File: src/rtl/cordic_sincos.sv
// Iterative rotation-mode CORDIC: Q2.27 angle in, Q2.27 sine and cosine out.
// Define CORDIC_QUAD_FOLD_EN for a full [-pi, pi] input range; otherwise the angle is clamped to +/-pi/2.
module cordic_sincos #(
  parameter int unsigned ITER  = 16,
  parameter int unsigned WIDTH = 30
) (
  input  logic                    clk,
  input  logic                    reset,
  input  logic                    start,
  input  logic signed [WIDTH-1:0] angle_in,
  output logic signed [WIDTH-1:0] sin_out,
  output logic signed [WIDTH-1:0] cos_out,
  output logic                    busy,
  output logic                    done
);

  localparam logic signed [WIDTH-1:0] KInit     = WIDTH'(81504109);
  localparam logic signed [WIDTH-1:0] Pi        = WIDTH'(421657428);
  localparam logic signed [WIDTH-1:0] NegPi     = WIDTH'(-421657428);
  localparam logic signed [WIDTH-1:0] HalfPi    = WIDTH'(210828714);
  localparam logic signed [WIDTH-1:0] NegHalfPi = WIDTH'(-210828714);
  localparam logic [4:0]              LastIter  = 5'(ITER - 1);

  typedef enum logic [1:0] {StIdle, StRun, StDone} state_e;

  state_e                  state_q, state_d;
  logic signed [WIDTH-1:0] x_q, x_d;
  logic signed [WIDTH-1:0] y_q, y_d;
  logic signed [WIDTH-1:0] z_q, z_d;
  logic signed [WIDTH-1:0] sin_q, sin_d;
  logic signed [WIDTH-1:0] cos_q, cos_d;
  logic [4:0]              cnt_q, cnt_d;
  logic                    neg_q, neg_d;
  logic                    done_q, done_d;

  logic signed [WIDTH-1:0] clamped, z_load;
  logic                    neg_load;
  logic signed [WIDTH-1:0] x_shift, y_shift, atan_i;
  logic signed [WIDTH-1:0] x_rot, y_rot, z_rot;
  logic                    dir;
  logic                    load;

  // round(atan(2^-i) * 2^27); entries past the last legal iteration are zero.
  function automatic logic signed [WIDTH-1:0] atan_lut(input logic [4:0] idx);
    int unsigned v;
    case (idx)
      5'd0:    v = 105414357;
      5'd1:    v = 62229729;
      5'd2:    v = 32880480;
      5'd3:    v = 16690645;
      5'd4:    v = 8377711;
      5'd5:    v = 4192939;
      5'd6:    v = 2096981;
      5'd7:    v = 1048555;
      5'd8:    v = 524285;
      5'd9:    v = 262144;
      5'd10:   v = 131072;
      5'd11:   v = 65536;
      5'd12:   v = 32768;
      5'd13:   v = 16384;
      5'd14:   v = 8192;
      5'd15:   v = 4096;
      5'd16:   v = 2048;
      5'd17:   v = 1024;
      5'd18:   v = 512;
      5'd19:   v = 256;
      5'd20:   v = 128;
      5'd21:   v = 64;
      5'd22:   v = 32;
      5'd23:   v = 16;
      5'd24:   v = 8;
      5'd25:   v = 4;
      5'd26:   v = 2;
      default: v = 0;
    endcase
    return WIDTH'(v);
  endfunction

  // Angle conditioning at load time.
  always_comb begin
    clamped  = angle_in;
    z_load   = angle_in;
    neg_load = 1'b0;
`ifdef CORDIC_QUAD_FOLD_EN
    if (angle_in > Pi) begin
      clamped = Pi;
    end else if (angle_in < NegPi) begin
      clamped = NegPi;
    end
    // Outer half-planes rotate by pi and negate both results afterwards.
    if (clamped > HalfPi) begin
      z_load   = clamped - Pi;
      neg_load = 1'b1;
    end else if (clamped < NegHalfPi) begin
      z_load   = clamped + Pi;
      neg_load = 1'b1;
    end else begin
      z_load   = clamped;
    end
`else
    if (angle_in > HalfPi) begin
      clamped = HalfPi;
    end else if (angle_in < NegHalfPi) begin
      clamped = NegHalfPi;
    end
    z_load = clamped;
`endif
  end

  always_comb begin
    x_shift = x_q >>> cnt_q;
    y_shift = y_q >>> cnt_q;
    atan_i  = atan_lut(cnt_q);
    dir     = ~z_q[WIDTH-1];
    x_rot   = dir ? (x_q - y_shift) : (x_q + y_shift);
    y_rot   = dir ? (y_q + x_shift) : (y_q - x_shift);
    z_rot   = dir ? (z_q - atan_i)  : (z_q + atan_i);
  end

  always_comb begin
    state_d = state_q;
    x_d     = x_q;
    y_d     = y_q;
    z_d     = z_q;
    neg_d   = neg_q;
    cnt_d   = cnt_q;
    sin_d   = sin_q;
    cos_d   = cos_q;
    done_d  = 1'b0;
    load    = 1'b0;

    case (state_q)
      StIdle: begin
        load = start;
      end
      StRun: begin
        x_d   = x_rot;
        y_d   = y_rot;
        z_d   = z_rot;
        cnt_d = cnt_q + 5'd1;
        if (cnt_q == LastIter) begin
          state_d = StDone;
        end
      end
      StDone: begin
        sin_d  = neg_q ? -y_q : y_q;
        cos_d  = neg_q ? -x_q : x_q;
        done_d = 1'b1;
        // A start seen here chains straight into the next conversion.
        if (start) begin
          load = 1'b1;
        end else begin
          state_d = StIdle;
        end
      end
      default: begin
        state_d = StIdle;
      end
    endcase

    if (load) begin
      state_d = StRun;
      x_d     = KInit;
      y_d     = '0;
      z_d     = z_load;
      neg_d   = neg_load;
      cnt_d   = '0;
    end
  end

  always_ff @(posedge clk) begin
    if (reset) begin
      state_q <= StIdle;
      x_q     <= '0;
      y_q     <= '0;
      z_q     <= '0;
      neg_q   <= 1'b0;
      cnt_q   <= '0;
      sin_q   <= '0;
      cos_q   <= '0;
      done_q  <= 1'b0;
    end else begin
      state_q <= state_d;
      x_q     <= x_d;
      y_q     <= y_d;
      z_q     <= z_d;
      neg_q   <= neg_d;
      cnt_q   <= cnt_d;
      sin_q   <= sin_d;
      cos_q   <= cos_d;
      done_q  <= done_d;
    end
  end

  assign busy    = (state_q != StIdle);
  assign done    = done_q;
  assign sin_out = sin_q;
  assign cos_out = cos_q;

endmodule

File: config.mk
export PLATFORM = sky130hd
export DESIGN_NAME = cordic_sincos
export DESIGN_NICKNAME = d
export VERILOG_FILES = /design/src/rtl/cordic_sincos.sv
export SDC_FILE = /design/constraint.sdc
export NUM_CORES = 1
export LEC_CHECK = 0
export CORE_MARGIN = 2
export CORE_UTILIZATION = 65
export CTS_CLUSTER_SIZE = 10
export DETAILED_ROUTE_END_ITERATION = 16
export PLACE_DENSITY_LB_ADDON = 0.25
export SLEW_MARGIN = 20
export SYNTH_ARGS = -nofsm -noshare
export SYNTH_HDL_FRONTEND = slang
export SYNTH_SLANG_ARGS = --single-unit
File: constraint.sdc
create_clock -name clk -period 15.85 [get_ports clk]
set_input_delay 1.585 -clock clk [delete_from_list [all_inputs] [get_ports clk]]
set_output_delay 1.585 -clock clk [all_outputs]
set_load 0.1 [all_outputs]
# Word-level counts from Yosys, hierarchy flattened

Memory sizes are Yosys's and may differ from the RTL's. A register that Yosys moved wholly into a read port is not among the register bits.
Index checks and enable logic that the tools add are counted.

Add/sub/neg operators: 7
$lt $le $gt $ge: 2
Equality and inequality tests: 8
Shift-type cells: 2
Multiplexer cells: 18
Bitwise operators: 1
Reductions and logical operators: 6

Operator list:

| kind                   | number |
|---|---|
| $mux W30               | 7 |
| $add A30 B30 Y30       | 3 |
| $sub A30 B30 Y30       | 3 |
| $sshr A30 B5 Y30       | 2 |
| $mux W27               | 2 |
| $gt A30 B29 Y1 const B | 1 |
| $lt A30 B29 Y1 const B | 1 |
| $mux W5                | 2 |
| $ne A2 B2 Y1 const B   | 3 |
| $ne A3 B3 Y1 const B   | 2 |
| $pmux W2 S3            | 1 |
| $reduce_and A3 Y1      | 2 |
| $add A5 B1 Y5 const B  | 1 |
| $eq A5 B4 Y1 const B   | 1 |
| $mux W2                | 2 |
| $reduce_bool A2 Y1     | 2 |
| $mux W1                | 3 |
| $eq A2 B1 Y1 const B   | 1 |
| $eq A2 B2 Y1 const B   | 1 |
| $logic_not A2 Y1       | 1 |
| $pmux W1 S2            | 1 |
| $reduce_or A2 Y1       | 1 |
| $not A1 Y1             | 1 |

Register bits after elaboration: 158
Bits in read-only memories: 864
Output and inout bits: 62
Word-level logic and storage cells: 55
Memories kept: 1

Memory list:

| memory           | depth | bits a word | read ports | clocked after Yosys merged registers in | wr ports | RTL line | RTL |
|---|---|---|---|---|---|---|---|
| (name not given) | 32    | 27          | 1          | 1                                       | 0        | 46       | `case (idx)` |

# Depth between registers and ports, before layout

Depth after elaboration: 5
Mapped depth: 29
Gate-level depth less buffers: 24

# Least setup slack after synthesis

Ideal clock, no wire load.

Kind: register -> register
Start point: register cnt_q[1]
End point: register x_q[29]
Setup time: 0.070 ns
Data arrival time: 5.364 ns
Required time: 15.780 ns
Setup slack: 10.416 ns
Stages on the path, launching flop included: 28
Path buffers: 3
Cell sequence: dfxtp_1 > buf_6 > buf_6 > buf_2 > mux4_2 > mux2i_1 > nand2_1 > nand3_1 > a21boi_0 > ha_1 > inv_1 > nor4_2 > and2_1 > nand2b_1 > o21ai_0 > xor2_1 > ha_1 > nand2_1 > nor2_1 > nand2_1 > a2111oi_0 > nor4b_1 > o31ai_1 > nand3_1 > nand2_1 > xnor2_1 > or3_1 > a21oi_1

Longest elaborated chain between the ends: 3

RTL lines:

| element                                              | RTL line | RTL |
|---|---|---|
| start: declaration                                   | 32       | `logic [4:0] cnt_q, cnt_d;` |
| start signal: assignment                             | 188      | `cnt_q <= cnt_d;` |
| $sshr A30 B5 Y30 *                                   | 112      | `y_shift = y_q >>> cnt_q;` |
| $sub A30 B30 Y30 or $add A30 B30 Y30 (tied branches) | 115      | `x_rot = dir ? (x_q - y_shift) : (x_q + y_shift);` |
| $mux W30 *                                           | 115      |  |
| end signal: assignment                               | 174      | `x_q <= '0;` |
| end signal: assignment                               | 184      | `x_q <= x_d;` |
| end: declaration                                     | 27       | `logic signed [WIDTH-1:0] x_q, x_d;` |

Mark *: on every way between the ends. The rest lies on a longest branch, timed or not.
A chain may end at the register's enable or synchronous reset.

# Worst setup path in the final report

Same ends and word-level chain as after synthesis.

==> results.sh <==
export IMPL_cts_setup_buffers=0
export IMPL_post_route_drc_count=0
export IMPL_die_w_um=168
export IMPL_syn_area_per_cell_um2=7.94
export IMPL_clk_latency_ps=460
export IMPL_cp_slowest_cell="a2111oi_0"
export IMPL_grt_pass1_wl_um=86100
export IMPL_hp_class="flip-flop to flip-flop"
export IMPL_ys_seq_area_share_pct=21.3
export IMPL_critPathKind="flip-flop to flip-flop"
export IMPL_leakagePower_nw=7.30
export IMPL_critPathMaxFanout=72
export IMPL_critPathTopFamily="compound AO/OA/AOI/OAI gates"
export IMPL_period_needed_ps=7320
export IMPL_final_period_utilization_pct=46.2
export IMPL_worst_pin_slew_ps=1030
export IMPL_gp_congestion=1.00
export IMPL_h_tree_depth=4
export IMPL_yosysUniqueCellTypes=86
export IMPL_routed_wl_um=54200
export IMPL_synth_area_leaders="dfxtp_1 21%, mux4_2 9.7%, ha_1 7.3%"
export IMPL_nets=2304
export IMPL_synth_seq_cells=185
export IMPL_clockBufferDepth=2
export IMPL_clock_sinks=185
export IMPL_vdd_drop_max_v=0.0000808
export IMPL_yosys_warnings=0
export IMPL_syn_inst=2191
export IMPL_maxCapViolations=0
export IMPL_drt_first_pass_iters=7
export IMPL_placed_area_um2=18200
export IMPL_drive_gt1_share_pct=9.40
export IMPL_route_antenna_remaining_nets=0
export IMPL_crit_path_max_incr_delay_ps=950
export IMPL_drtIter0Drc=2165
export IMPL_io_buffers=94
export IMPL_ff_latch_area_um2=3720
export IMPL_preCtsSetupSlack_ps=8670
export IMPL_start_kind="flip-flop"
export IMPL_dp_final_hpwl_um=39400
export IMPL_cts_root_buf="clkbuf_16"
export IMPL_grtUsageTotal_pct=38.1
export IMPL_relSlewSlack_pct=29.4
export IMPL_critPathBufInv=1
export IMPL_synth_ff_type="dfxtp_1"
export IMPL_antenna_found_initial=1
export IMPL_first_global_vias=15877
export IMPL_n_antenna_cell=0
export IMPL_utilization_pct=72.0
export IMPL_die_area_um2=28100
export IMPL_num_rows=59
export IMPL_finalHoldViolCount=0
export IMPL_cp_data_required_time_ps=16230
export IMPL_finalSetupTns_ps=0
export IMPL_ys_async_sr_fraction_pct=0
export IMPL_cts_resized=0
export IMPL_run_status="complete, no violations"
export IMPL_cts_made_buffers=17
export IMPL_yosysTopAreaCell="dfxtp_1"
export IMPL_arrival_ps=7700
export IMPL_grt_max_degree=80
export IMPL_vias=17055
export IMPL_grt_overflow=0
export IMPL_setup_viol=0
export IMPL_report_final_slew_viol_count=0
export IMPL_synth_nets=2328
export IMPL_holdWs_ps=456
export IMPL_multi_input_area_um2=12800
export IMPL_path_cells="buf_4 -> mux4_2 -> mux2i_1 -> mux2i_1 -> a2111oi_0 -> and4b_1 -> nor2b_1 -> and2_1 -> a21oi_1 -> xnor2_1 -> ha_1 -> nand2_1 -> nor2_1 -> nand2_1 -> a2111oi_0 -> nor4b_1 -> o31ai_1 -> nand3_1 -> nand2_1 -> xnor2_1 -> or3_1 -> a21oi_1"
export IMPL_grt_setup_unrepaired="false"
export IMPL_post_route_cell_area_um2=18900
export IMPL_cts_tree="yes"
export IMPL_critPathMostFrequentCell="nand2_1"
export IMPL_max_freq_mhz=137
export IMPL_clk_pin_slew_ps=80
export IMPL_power_density_nw_per_um2=127
export IMPL_via_per_inst=6.78
export IMPL_core_area_um2=26200
export IMPL_endpoint_kind="flip-flop"
export IMPL_fillers=2145
export IMPL_cts_hold_buffers=0
export IMPL_wl_per_cell_um=21.5
export IMPL_synth_edf_count=0
export IMPL_syn2layout_area_growth_pct=8.41
export IMPL_fin_ws_ps=8530
export IMPL_synth_top_area_share_pct=21.3
export IMPL_die_h_um=168
export IMPL_ioPinCount=95
export IMPL_netlist_area_um2=17400
export IMPL_fin_worst_skew_ps=17.7
export IMPL_start_util_pct=66.4
-- worst register-to-register path, stage by stage (launching register included) --
cell and delay, ps:
dfxtp_4 730, buf_4 870, mux4_2 630, mux2i_1 140, mux2i_1 120, a2111oi_0 950, and4b_1 390, nor2b_1 210
and2_1 170, a21oi_1 80, xnor2_1 180, ha_1 370, nand2_1 120, nor2_1 180, nand2_1 80, a2111oi_0 670
nor4b_1 180, o31ai_1 460, nand3_1 130, nand2_1 90, xnor2_1 70, or3_1 310, a21oi_1 140
-- cells by family (layout without fill, tap and decap cells) --
| group | count (synthesis) | in the layout | synth area share (%) |
|---|---|---|---|
| and+or+nand+nor | 715 | 715 | 18.8 |
| AOI/OAI and AO/OA | 655 | 655 | 23.9 |
| buffers and inverters | 205 | 194 | 5.13 |
| DFF | 185 | 185 | 21.3 |
| muxes | 168 | 168 | 15.3 |
| xor gates and xnor gates | 159 | 159 | 8.00 |
| adders and majority gates | 104 | 104 | 7.61 |
-- placed cells by master, fill, tap and decap left out, drive strengths merged, types with 53 or more instances in the layout --
master / netlist / routed
xor2: 72 / 72
mux4: 75 / 75
ha: 101 / 101
nor2: 179 / 179
o21ai: 105 / 105
clkdlybuf4s50: 0 / 93
inv: 49 / 56
mux2i: 58 / 58
dfxtp: 185 / 185
a21oi: 243 / 243
nand2: 309 / 309
xnor2: 87 / 87
a21o: 53 / 53
-- flip-flops by register name, summed over array words and instances (netlist names) --
| signal | flops |
|---|---|
| sin_out | 30 |
| x_q | 30 |
| done | 1 |
| cos_out | 30 |
| z_q | 30 |
| atan_i | 27 |
| cnt_q | 5 |
| state_q | 2 |
| y_q | 30 |
-- synth_stat cells (26+ instances only) --
library cell,number
a211oi_1,35
a21o_1,53
a21oi_1,243
a31oi_1,26
clkbuf_1,99
dfxtp_1,185
ha_1,101
inv_1,46
mux2_2,31
mux2i_1,58
mux4_2,75
nand2_1,308
nand2b_1,32
nand3_1,28
nor2_1,179
nor3_1,33
o21ai_0,103
xnor2_1,87
xor2_1,72
-- path summary, 6_finish.rpt --
check	start	depth (start not counted)	slack (ps)	end
setup / recovery	cnt_q[1]$_SDFFE_PP0P_	22	8530	x_q[29]$_SDFFE_PP0P_
hold / removal	cos_out[29]$_SDFFE_PP0P_	2	460	cos_out[29]$_SDFFE_PP0P_
setup reg to reg	cnt_q[1]$_SDFFE_PP0P_	22	8530	x_q[29]$_SDFFE_PP0P_
hold reg to reg	cos_out[29]$_SDFFE_PP0P_	2	460	cos_out[29]$_SDFFE_PP0P_
-- through the flow --
stage | total power, mW | cells
after global routing | 2.55 | 2515
after CTS | 2.37 | 2515
after floorplan | 1.61 | 2191
final | 2.40 | 2515
after global placement | 1.87 | 2483
after detailed placement | 1.90 | 2483
-- routing by layer --
layer | track usage, % | part of all wire (%) | vias up | routed length (um)
li1 | - | - | 7952 | -
met1 | 51.6 | 42 | 8042 | 22600
met2 | 61.0 | 45 | 912 | 24400
met3 | 7.16 | 9.5 | 147 | 5160
met4 | 14.1 | 3.6 | 2 | 1950
met5 | 0 | 0.030 | - | 16
-- final cells by class --
cell class / count / share of cell area, %
Timing Repair Buffer: 112 / 5.69
Multi-Input combinational cell: 1801 / 68.1
Inverter: 50 / 0.995
Sequential cell: 185 / 19.7
Clock buffer: 17 / 2.26
Tap cell: 335 / 2.22
Clock inverter: 15 / 1.03
-- power by group --
| part | switching (mW) | internal, mW | total, mW |
|---|---|---|---|
| Combinational | 0.743 | 0.576 | 1.32 |
| Clock | 0.235 | 0.230 | 0.465 |
| Sequential | 0.104 | 0.509 | 0.612 |
| Total | 1.08 | 1.31 | 2.40 |
Note: power is estimated with default switching activity, not from simulation.
